**src/rtl/register_file_rb_if.sv**
```systemverilog
// register_file_rb_if -- bus bundle for the posted-write register file.
//   master : drives enable, wr_sel, BusMuxOut, rd_sel, BAout; samples BusMuxIn, stall
//   slave  : the register file itself
interface register_file_rb_if #(
  parameter int WIDTH  = 32,
  parameter int ADDR_W = 4
);
  logic              enable;     // write request
  logic [ADDR_W-1:0] wr_sel;     // write index
  logic [WIDTH-1:0]  BusMuxOut;  // write data
  logic [ADDR_W-1:0] rd_sel;     // read index
  logic              BAout;      // zero-force for register 0 reads
  logic [WIDTH-1:0]  BusMuxIn;   // read data
  logic              stall;      // read hits a not-yet-committed write

  modport master (output enable, wr_sel, BusMuxOut, rd_sel, BAout,
                  input  BusMuxIn, stall);
  modport slave  (input  enable, wr_sel, BusMuxOut, rd_sel, BAout,
                  output BusMuxIn, stall);
endinterface

```
**src/rtl/register_file_rb.sv**
```systemverilog
// register_file_rb -- DEPTH x WIDTH register file with a one-entry posted
// write buffer. A write is captured at one edge and committed to the array at
// the next, so a new write can be accepted every cycle.
// Ports:
//   clk  : rising-edge clock
//   clr  : synchronous active-high reset; zeroes array and drops pending write
//   bus  : register_file_rb_if.slave (write request, read port, stall)
// Build option:
//   REGFILE_BYPASS_EN defined   -> read hitting the pending entry returns the
//                                  pending data, stall=0
//   REGFILE_BYPASS_EN undefined -> such a read returns the stale array value
//                                  and raises stall until the commit
module register_file_rb #(
  parameter int WIDTH  = 32,
  parameter int DEPTH  = 16,
  parameter int ADDR_W = 4
) (
  input  logic             clk,
  input  logic             clr,
  register_file_rb_if.slave bus
);

  logic [DEPTH-1:0][WIDTH-1:0] mem_q;
  logic                        pend_valid_q;
  logic [ADDR_W-1:0]           pend_addr_q;
  logic [WIDTH-1:0]            pend_data_q;

  // clr wins over both the commit and a same-edge capture.
  always_ff @(posedge clk) begin
    if (clr) begin
      mem_q        <= '0;
      pend_valid_q <= 1'b0;
      pend_addr_q  <= '0;
      pend_data_q  <= '0;
    end else begin
      // Commit the old entry and capture the new one on the same edge; the
      // buffer is never full when a request arrives.
      if (pend_valid_q) mem_q[pend_addr_q] <= pend_data_q;
      pend_valid_q <= bus.enable;
      if (bus.enable) begin
        pend_addr_q <= bus.wr_sel;
        pend_data_q <= bus.BusMuxOut;
      end
    end
  end

  logic pend_hit;
  logic ba_zero;
  assign pend_hit = pend_valid_q && (pend_addr_q == bus.rd_sel);
  assign ba_zero  = bus.BAout && (bus.rd_sel == '0);

  always_comb begin
    bus.BusMuxIn = mem_q[bus.rd_sel];
    bus.stall    = 1'b0;
    if (ba_zero) begin
      bus.BusMuxIn = '0;
    end else if (pend_hit) begin
`ifdef REGFILE_BYPASS_EN
      bus.BusMuxIn = pend_data_q;
`else
      bus.stall    = 1'b1;
`endif
    end
  end

endmodule
```
**src/flat_wrapper.sv**
```systemverilog
// flat-port wrapper written by rule: the top's interface ports become plain ports
module register_file_rb_flat 
#(
  parameter int WIDTH  = 32,
  parameter int DEPTH  = 16,
  parameter int ADDR_W = 4
)
  (clk, clr, bus_enable, bus_wr_sel, bus_BusMuxOut, bus_rd_sel, bus_BAout, bus_BusMuxIn, bus_stall);
  register_file_rb_if #(.WIDTH(WIDTH), .ADDR_W(ADDR_W)) bus_i ();
  input  logic clk;
  input  logic clr;
  input wire logic [$bits(bus_i.enable)-1:0] bus_enable;
  input wire logic [$bits(bus_i.wr_sel)-1:0] bus_wr_sel;
  input wire logic [$bits(bus_i.BusMuxOut)-1:0] bus_BusMuxOut;
  input wire logic [$bits(bus_i.rd_sel)-1:0] bus_rd_sel;
  input wire logic [$bits(bus_i.BAout)-1:0] bus_BAout;
  output wire logic [$bits(bus_i.BusMuxIn)-1:0] bus_BusMuxIn;
  output wire logic [$bits(bus_i.stall)-1:0] bus_stall;
  assign bus_i.enable = bus_enable;
  assign bus_i.wr_sel = bus_wr_sel;
  assign bus_i.BusMuxOut = bus_BusMuxOut;
  assign bus_i.rd_sel = bus_rd_sel;
  assign bus_i.BAout = bus_BAout;
  assign bus_BusMuxIn = bus_i.BusMuxIn;
  assign bus_stall = bus_i.stall;
  register_file_rb #(.WIDTH(WIDTH), .DEPTH(DEPTH), .ADDR_W(ADDR_W)) u_core (.clk(clk), .clr(clr), .bus(bus_i));
endmodule
```
**config.mk**
```make
export PLATFORM = sky130hd
export DESIGN_NAME = register_file_rb_flat
export DESIGN_NICKNAME = d
export VERILOG_FILES = /design/src/rtl/register_file_rb_if.sv /design/src/rtl/register_file_rb.sv /design/src/flat_wrapper.sv
export SDC_FILE = /design/constraint.sdc
export NUM_CORES = 1
export LEC_CHECK = 0
export CAP_MARGIN = 10
export CORE_MARGIN = 5
export CORE_UTILIZATION = 40
export CTS_BUF_LIST = sky130_fd_sc_hd__clkbuf_4 sky130_fd_sc_hd__clkbuf_8
export DETAILED_ROUTE_END_ITERATION = 8
export GPL_ROUTABILITY_DRIVEN = 1
export PLACE_DENSITY_LB_ADDON = 0.3
export SLEW_MARGIN = 25
export SYNTH_ARGS = -nofsm -noshare
export SYNTH_HDL_FRONTEND = slang
export SYNTH_SLANG_ARGS = --single-unit
```
**constraint.sdc**
```tcl
create_clock -name clk -period 2.4 [get_ports clk]
set_input_delay 0.48 -clock clk [delete_from_list [all_inputs] [get_ports clk]]
set_output_delay 0.48 -clock clk [all_outputs]
set_load 0.05 [all_outputs]
```
---- After elaboration in Yosys (flattened, before gate mapping) ----
Cells that the tools add are included.
word-level totals
  register bits after elaboration ......... 549
  input port bits ......................... 44
  output and inout bits ................... 33
  logic and storage cells ................. 35
operators by class
  order comparisons ....................... 3
  equality and inequality tests ........... 1
  muxes and demuxes ....................... 8
  reductions and logical operators ........ 4
operators by type and width
  operator                                                           number
  bitwise mux 512 bit                                                1
  binary-select mux 32 bit (select 4 bit)                            1
  demux 32 bit (select 4 bit)                                        1
  two-way mux 32 bit                                                 3
  < comparator 4 x 5 -> 1 bit, second input constant                 2
  equality test 4 bit                                                1
  greater-or-equal comparator 4 x 1 -> 1 bit, second input constant  1
  zero test 4 bit                                                    1
  logical AND 1 bit                                                  3
  two-way mux 1 bit                                                  2

---- Longest topological paths before layout ----
Gate-level depths: netlist of run 1.
  depth after elaboration ................. 5
  depth in mapped cells ................... 7
  mapped depth without buffers ............ 3

---- Least setup slack after synthesis of run 1 ----
Ideal clock, no wire load.
  path kind ............................... input to output
  from .................................... in bus_rd_sel[1]
  to ...................................... out bus_BusMuxIn[30]
  arrival ................................. 2.813 ns
  data required time ...................... 1.920 ns
  slack ................................... -0.893 ns
  cell stages on the path ................. 5
  path buffers ............................ 3
  cell sequence ........................... buf_2 > buf_4 > buf_2 > a2111oi_0 > o41ai_1
between the ends
  word-level cells in the longest chain between the ends .. 3
  elaborated cells between the ends (all ways) .. 5
  those cells by class .................... mux (3); reduce/logical (2)
RTL lines
  element                                                                               RTL line                                        RTL
  start, declared                                                                       flat_wrapper.sv:15                              input wire logic [$bits(bus_i.rd_sel)-1:0] bus_rd_sel;
  binary-select mux 32 bit (select 4 bit) / zero test 4 bit (equally long branches)     register_file_rb.sv:53, register_file_rb.sv:50
  two-way mux 32 bit (implied by the code) / logical AND 1 bit (equally long branches)  register_file_rb.sv:53, register_file_rb.sv:50
  two-way mux 32 bit (*)                                                                register_file_rb.sv:55                          if (ba_zero) begin
  end, declared                                                                         flat_wrapper.sv:17                              output wire logic [$bits(bus_i.BusMuxIn)-1:0] bus_BusMuxIn;
Mark *: on every way between the ends. The rest lies on a longest branch, timed or not. The select of a mux whose other input is x is not followed.

---- Final worst setup path of run 1 ----
  from .................................... reg u_core.mem_q[102] (netlist bit)
  to ...................................... out bus_BusMuxIn[6]
between the ends
  word-level cells in the longest chain between the ends .. 3
RTL lines
  element                                   RTL line                RTL
  start, declared                           register_file_rb.sv:23  logic [DEPTH-1:0][WIDTH-1:0] mem_q;
  start signal, assigned by index           register_file_rb.sv:38  if (pend_valid_q) mem_q[pend_addr_q] <= pend_data_q;
  binary-select mux 32 bit (select 4 bit)   register_file_rb.sv:53  bus.BusMuxIn = mem_q[bus.rd_sel];
  two-way mux 32 bit (implied by the code)  register_file_rb.sv:53
  two-way mux 32 bit                        register_file_rb.sv:55
No other way between the ends. The select of a mux whose other input is x is not followed.

==> run_results.csv, run 1 <==
group,metric,value,unit
status,run_status,"finished, violations left",
status,violations,"setup timing",
sta,fin_crit_sh,109,%
cells_and_area,nets,2883,
worst_setup_path,critPathArrivalTime,2140,ps
clocking,insertion_delay,680,ps
cells_and_area,nFillCells,5547,
floorplan,core,0.0616,mm^2
synthesis,yosysTopAreaCellShare,44.2,%
worst_setup_path,end_kind,"output pin",
worst_setup_path,cpLargestDelayFamily,"multiplexers",
drt,finalWirelength,86100,um
synthesis,synth_commonest_cells,"dfxtp_1 (549), a21oi_1 (513), nand3_1 (513), clkbuf_1 (294), o21ai_0 (293)",
placed_design,gp_congestion,0.820,
power,irDropWorstVdd,0.357,mV
drt,wl_per_cell,23.0,um
cells_and_area,multi_input_area,0.0131,mm^2
power,pwr-share-seq,46.4,%
drt,dr.pass1.iters,6,
power,switching_share,27.1,%
worst_setup_path,worstPathRequired,1920,ps
power,netSwitchingPower,5.48,mW
worst_setup_path,crit_path_start,"u_core.mem_q[102]",
global_routing,grt_first_pass_wirelength,135000,um
worst_setup_path,cp_num_cells,5,
floorplan,initial_core_util,40.4,%
sta,tightest_slew,937,ps
synthesis,synth_cells,2927,
synthesis,syn-num-nets,2971,
sta,slew_headroom,37.5,%
power,p_per_area,665,mW/mm^2
hold_path,hp-class,"input pin to flip-flop",
synthesis,synth_warnings,0,
clocking,cts_tree,"yes",
sta,setup_slack,-221,ps
global_routing,grtUsageTotal,24.7,%
worst_setup_path,crit_fanout,2,
power,power_frac_comb,11.0,%
worst_setup_path,rr_worst_depth,6,
sta,drv_slew,0,
cells_and_area,layout-drive-gt1-share,18.4,%
clocking,htreeDepth,3,
clocking,clkTransAtPathRegs,60,ps
synthesis,async_flop_share,0,%
sta,setup_viol,32,
sta,fin_worst_skew,34.3,ps
sta,period_needed,2620,ps
floorplan,die_w,259,um
worst_setup_path,timing.rr.start,"u_core.pend_addr_q[3]",
synthesis,synth.area.top_cells,"dfxtp_1 (44%), a21oi_1 (10%), nand3_1 (10%)",
clocking,clockRootBuffer,"clkbuf_8",
placed_design,dp.final_hpwl,46100,um
drt,via_count,23595,
floorplan,die-area,0.0673,mm^2
cells_and_area,n_antenna_cell,0,
floorplan,die_y,259,um
synthesis,synth.avg_cell_area,8.50,um^2
clocking,clock-sinks,549,
worst_setup_path,slowest_delay,510,ps
floorplan,ios,77,
global_routing,grt-ovfl-total,0,
sta,max_freq,382,MHz
worst_setup_path,worst-path-buf-inv,2,
drt,drtAntennaViolNets,0,
worst_setup_path,path_class,"flip-flop to output pin",
drt,viasPerCell,6.30,
hold_path,min_path_cells,2,
synthesis,ys_seq_elements,549,
power,intPower,14.7,mW
synthesis,synth_cell_types,33,
placed_design,portBuffers,76,
hold_path,hp-start,"clr",
global_routing,grt_pass1_vias,22752,
global_routing,grt_max_degree,129,
synthesis,synth_ff_type,"dfxtp_1",
clocking,cts.path.max_buffers,3,
floorplan,rows,91,
drt,drc,0,
worst_setup_path,path_cells,"mux4_2 -> a32oi_2 -> buf_4 -> o31ai_4 -> buf_12",
synthesis,yosysMostFrequentCell,"dfxtp_1",
cells_and_area,syn2layout_area_growth,22.2,%
worst_setup_path,worst_path_max_delay_cell,"mux4_2",
synthesis,netlist_area,0.0249,mm^2
cells_and_area,seqCellArea,0.0110,mm^2
power,power,20.2,mW
power,leakage,9.99,nW
sta,finalHoldViolCount,0,
flow_run,maxCapViolations,0,
power,p_clk_share,42.6,%
synthesis,synth_edf_count,0,
sta,fin_hold_ws,189,ps
synthesis,ys_seq_area_share,44.2,%
placed_design,preCtsSetupSlack,-857,ps
global_routing,antenna_found_initial,0,
synthesis,synth_top_area_cell,"dfxtp_1",
worst_setup_path,crit_path_start_kind,"flip-flop",
clocking,cts_buffers,90,
clocking,cts-hold-fix-buffers,0,
drt,drt_iter0_drc,2926,
sta,rsz0062_at_grt,"true",
[cell usage in the layout, fill, tap and decap left out, types with 62 or more instances in the layout]
cell / n
a21oi_1: 512
a22o_1: 62
buf_12: 105
buf_4: 74
clkbuf_8: 112
dfxtp_1: 521
mux2i_1: 160
mux4_2: 65
nand3_1: 512
o21ai_0: 293
o21ai_1: 219
[through the flow]
stage	util (%)	cell area, um^2	setup TNS [ps]	std cells
after floorplan	-	25200	-2220	2927
after global placement	45.0	27700	-22270	3568
after detailed placement	45.0	27700	-23750	3568
after CTS	49.3	30300	-6030	3746
after global routing	49.3	30400	-6380	3744
final	49.3	30400	-4820	3744
[power by group through the flow]
stage / Combinational [mW] / Clock (mW) / Sequential [mW]
after floorplan: 1.29 / 0 / 9.39
after global placement: 2.03 / 0 / 9.57
after CTS: 2.20 / 8.70 / 9.38
final: 2.23 / 8.60 / 9.39
after global routing: 2.31 / 9.11 / 9.39
after detailed placement: 2.05 / 0 / 9.58
[kinds of logic (layout without fill, tap and decap cells)]
family                 after synthesis  after routing  share of synthesized area, %
buffers and inverters              417            394                          6.76
AND/OR/NAND/NOR                    580            583                          11.7
flip-flops                         549            549                          44.2
multiplexers                       225            225                          12.3
AO/OA/AOI/OAI                     1153           1153                          25.0
XOR/XNOR                             3              3                         0.106
[sequential cells by signal, indices dropped and copies added (netlist names)]
register,count
u_core.pend_data_q,32
u_core.pend_valid_q,1
u_core.pend_addr_q,4
u_core.mem_q,512
[final timing paths]
| kind | end | slack, ps |
|---|---|---|
| setup / recovery | bus_BusMuxIn[6] | -220 |
| hold / removal | u_core.pend_data_q[15] | 190 |
| setup reg to reg | u_core.mem_q[405] | 380 |
| hold reg to reg | u_core.mem_q[109] | 470 |
[final cells by class]
cell class	count	area share (%)
multi-input combinational	1964	43.1
sequential	549	36.3
timing repair buffer	233	10.9
clock buffer	147	5.94
tap	837	3.45
clock inverter	13	0.268
inverter	1	0.0124
[metal layers]
layer / track usage [%] / up-vias / share of wire, %
li1: - / 10534 / -
met1: 34.0 / 11696 / 42
met2: 39.2 / 1190 / 47
met3: 4.17 / 175 / 8.3
met4: 9.34 / 0 / 3.3
met5: 0 / - / 0
[what timing repair did]
action | CTS | global route
buffers inserted | 17 | 1
hold endpoints to repair | 0 | 0
endpoints found under the setup margin | 33 | 32
pin swaps | 41 | 9
cloned | 9 | 0
gates resized for setup | 78 | 29
No activity file was read; power rests on OpenSTA's default activity.
==> run 2: changes to the inputs <==
Settings changed: CTS_CLUSTER_SIZE set to 8.
==> run 2 against run 1 <==
  * The flow still finishes with violations (setup timing)
  * Power is essentially flat
  * Sequential power is essentially flat
  * Die area is the same
  * Hold slack gained 5.5 ps
  * Worst setup slack lost 11 ps
  * Non-clock buffer count is the same
  * Flip-flop and latch count is the same
  * Largest power group unchanged
==> run_results.csv, run 2 (same netlist as run 1, synthesis figures left out) <==
group,metric,value,unit
cells_and_area,seqCellArea,0.0110,mm^2
clocking,cts.path.max_buffers,3,
sta,drv_slew,0,
placed_design,dp_cells,3568,
power,irDropWorstVdd,0.356,mV
worst_setup_path,end_kind,"output pin",
sta,max_freq,380,MHz
cells_and_area,final_common_cell,"dfxtp_1",
cells_and_area,layout-drive-gt1-share,18.4,%
placed_design,portBuffers,76,
global_routing,grtUsageTotal,24.7,%
cells_and_area,postLayoutCoreUtil,49.3,%
drt,wl_per_cell,23.0,um
floorplan,ios,77,
drt,viasPerCell,6.32,
worst_setup_path,path_cells,"mux4_2 -> a32oi_2 -> buf_4 -> o31ai_4 -> buf_12",
placed_design,placed_cell_area,0.0277,mm^2
sta,fin_crit_sh,110,%
clocking,htreeDepth,3,
global_routing,grt_max_degree,129,
drt,finalWirelength,86200,um
drt,drt_iter0_drc,2764,
worst_setup_path,slowest_delay,530,ps
sta,slew_headroom,39.5,%
cells_and_area,top_register,"u_core.mem_q",
sta,finalHoldViolCount,0,
sta,setup_viol,32,
status,run_status,"finished, violations left",
power,leakage,9.99,nW
global_routing,antenna_found_initial,0,
worst_setup_path,worstPathRequired,1920,ps
worst_setup_path,crit_fanout,2,
clocking,clock-sinks,549,
clocking,clockRootBuffer,"clkbuf_8",
flow_run,maxCapViolations,0,
cells_and_area,nets,2883,
sta,tightest_slew,906,ps
sta,setup_tns,-4800,ps
floorplan,rows,91,
placed_design,gp_congestion,0.820,
drt,drtAntennaViolNets,0,
floorplan,die_w,259,um
clocking,cts_tree,"yes",
global_routing,grt_pass1_vias,22752,
cells_and_area,n_antenna_cell,0,
clocking,cts_buffers,90,
worst_setup_path,worst_path_max_delay_cell,"mux4_2",
worst_setup_path,worst-path-buf-inv,2,
placed_design,dp.final_hpwl,46100,um
floorplan,die_y,259,um
drt,via_count,23667,
worst_setup_path,path_class,"flip-flop to output pin",
hold_path,hp-class,"input pin to flip-flop",
floorplan,core,0.0616,mm^2
cells_and_area,syn2layout_area_growth,22.2,%
sta,period_needed,2630,ps
cells_and_area,final_area,0.0304,mm^2
cells_and_area,reg_top3,"u_core.mem_q x512, u_core.pend_data_q x32, u_core.pend_addr_q x4",
sta,setup_slack,-232,ps
sta,rsz0062_at_grt,"true",
power,power,20.2,mW
worst_setup_path,crit_path_start_kind,"flip-flop",
clocking,insertion_delay,680,ps
cells_and_area,multi_input_area,0.0131,mm^2
worst_setup_path,critPathArrivalTime,2150,ps
clocking,clkTransAtPathRegs,70,ps
cells_and_area,largest_reg_flops,512,
cells_and_area,final_cell_count_no_fill,3744,
drt,drc,0,
floorplan,initial_core_util,40.4,%
global_routing,grt_first_pass_wirelength,135000,um
worst_setup_path,cpLargestDelayFamily,"multiplexers",
status,violations,"setup timing",
drt,dr.pass1.iters,6,
cells_and_area,layout_common_cells,"dfxtp_1 (521), nand3_1 (512), a21oi_1 (512)",
cells_and_area,nFillCells,5551,
floorplan,die-area,0.0673,mm^2
global_routing,grt-ovfl-total,0,
sta,fin_worst_skew,29.4,ps
power,p_per_area,665,mW/mm^2
[run 2: cell counts in the layout (fill, tap and decap cells not counted)]
Identical to the previous run, type by type.
[run 2: what timing repair did]
| action | 4_1_cts | 5_1_grt |
|---|---|---|
| pin swaps | 41 | 9 |
| hold endpoints to repair | 0 | 0 |
| gates cloned | 9 | 0 |
| endpoints found under the setup margin | 33 | 32 |
| gates resized for setup | 78 | 29 |
| buffers inserted | 17 | 1 |
| hold buffers | 0 | 0 |
[run 2: stage by stage]
step	worst slack, ps	hold slack, ps
finish	-232	195
detailed placement	-857	464
global route	-262	197
CTS	-308	161
floorplan	-230	449
global placement	-810	457
[run 2: worst paths after layout]
kind / start / endpoint / slack [ps] / cells after the start
max: u_core.mem_q[358] / bus_BusMuxIn[6] / -230 / 5
min: clr / u_core.pend_data_q[15] / 190 / 2
max reg2reg: u_core.pend_addr_q[3] / u_core.mem_q[405] / 390 / 6
min reg2reg: u_core.mem_q[325] / u_core.mem_q[325] / 470 / 2
[run 2: worst register-to-register path, cell delays in order, from the launching register on]
cell     delay [ps]
dfxtp_4         380
buf_4           150
buf_4           230
nor2b_4         450
buf_4           390
nand3_1         160
a21oi_1         180
[run 2: per-layer routing]
layer / up-vias / wire length (um) / GRT usage [%]
met1: 11757 / 36100 / 34.0
met2: 1207 / 40300 / 39.2
li1: 10541 / - / -
met3: 162 / 7120 / 4.16
met4: 0 / 2700 / 9.34
met5: - / 0 / 0
[run 2: final cells by class]
cell class              instances  area share (%)
clock inverters                13           0.268
inverters                       1          0.0124
repair buffers                233            10.9
well taps                     837            3.45
multi-input cells            1964            43.1
flip-flops and latches        549            36.3
clock buffers                 147            5.94
[run 2: where the power goes]
| group | switching, mW | internal (mW) | total [mW] |
|---|---|---|---|
| clock network | 3.85 | 4.74 | 8.59 |
| logic | 1.41 | 0.814 | 2.23 |
| registers | 0.209 | 9.18 | 9.39 |
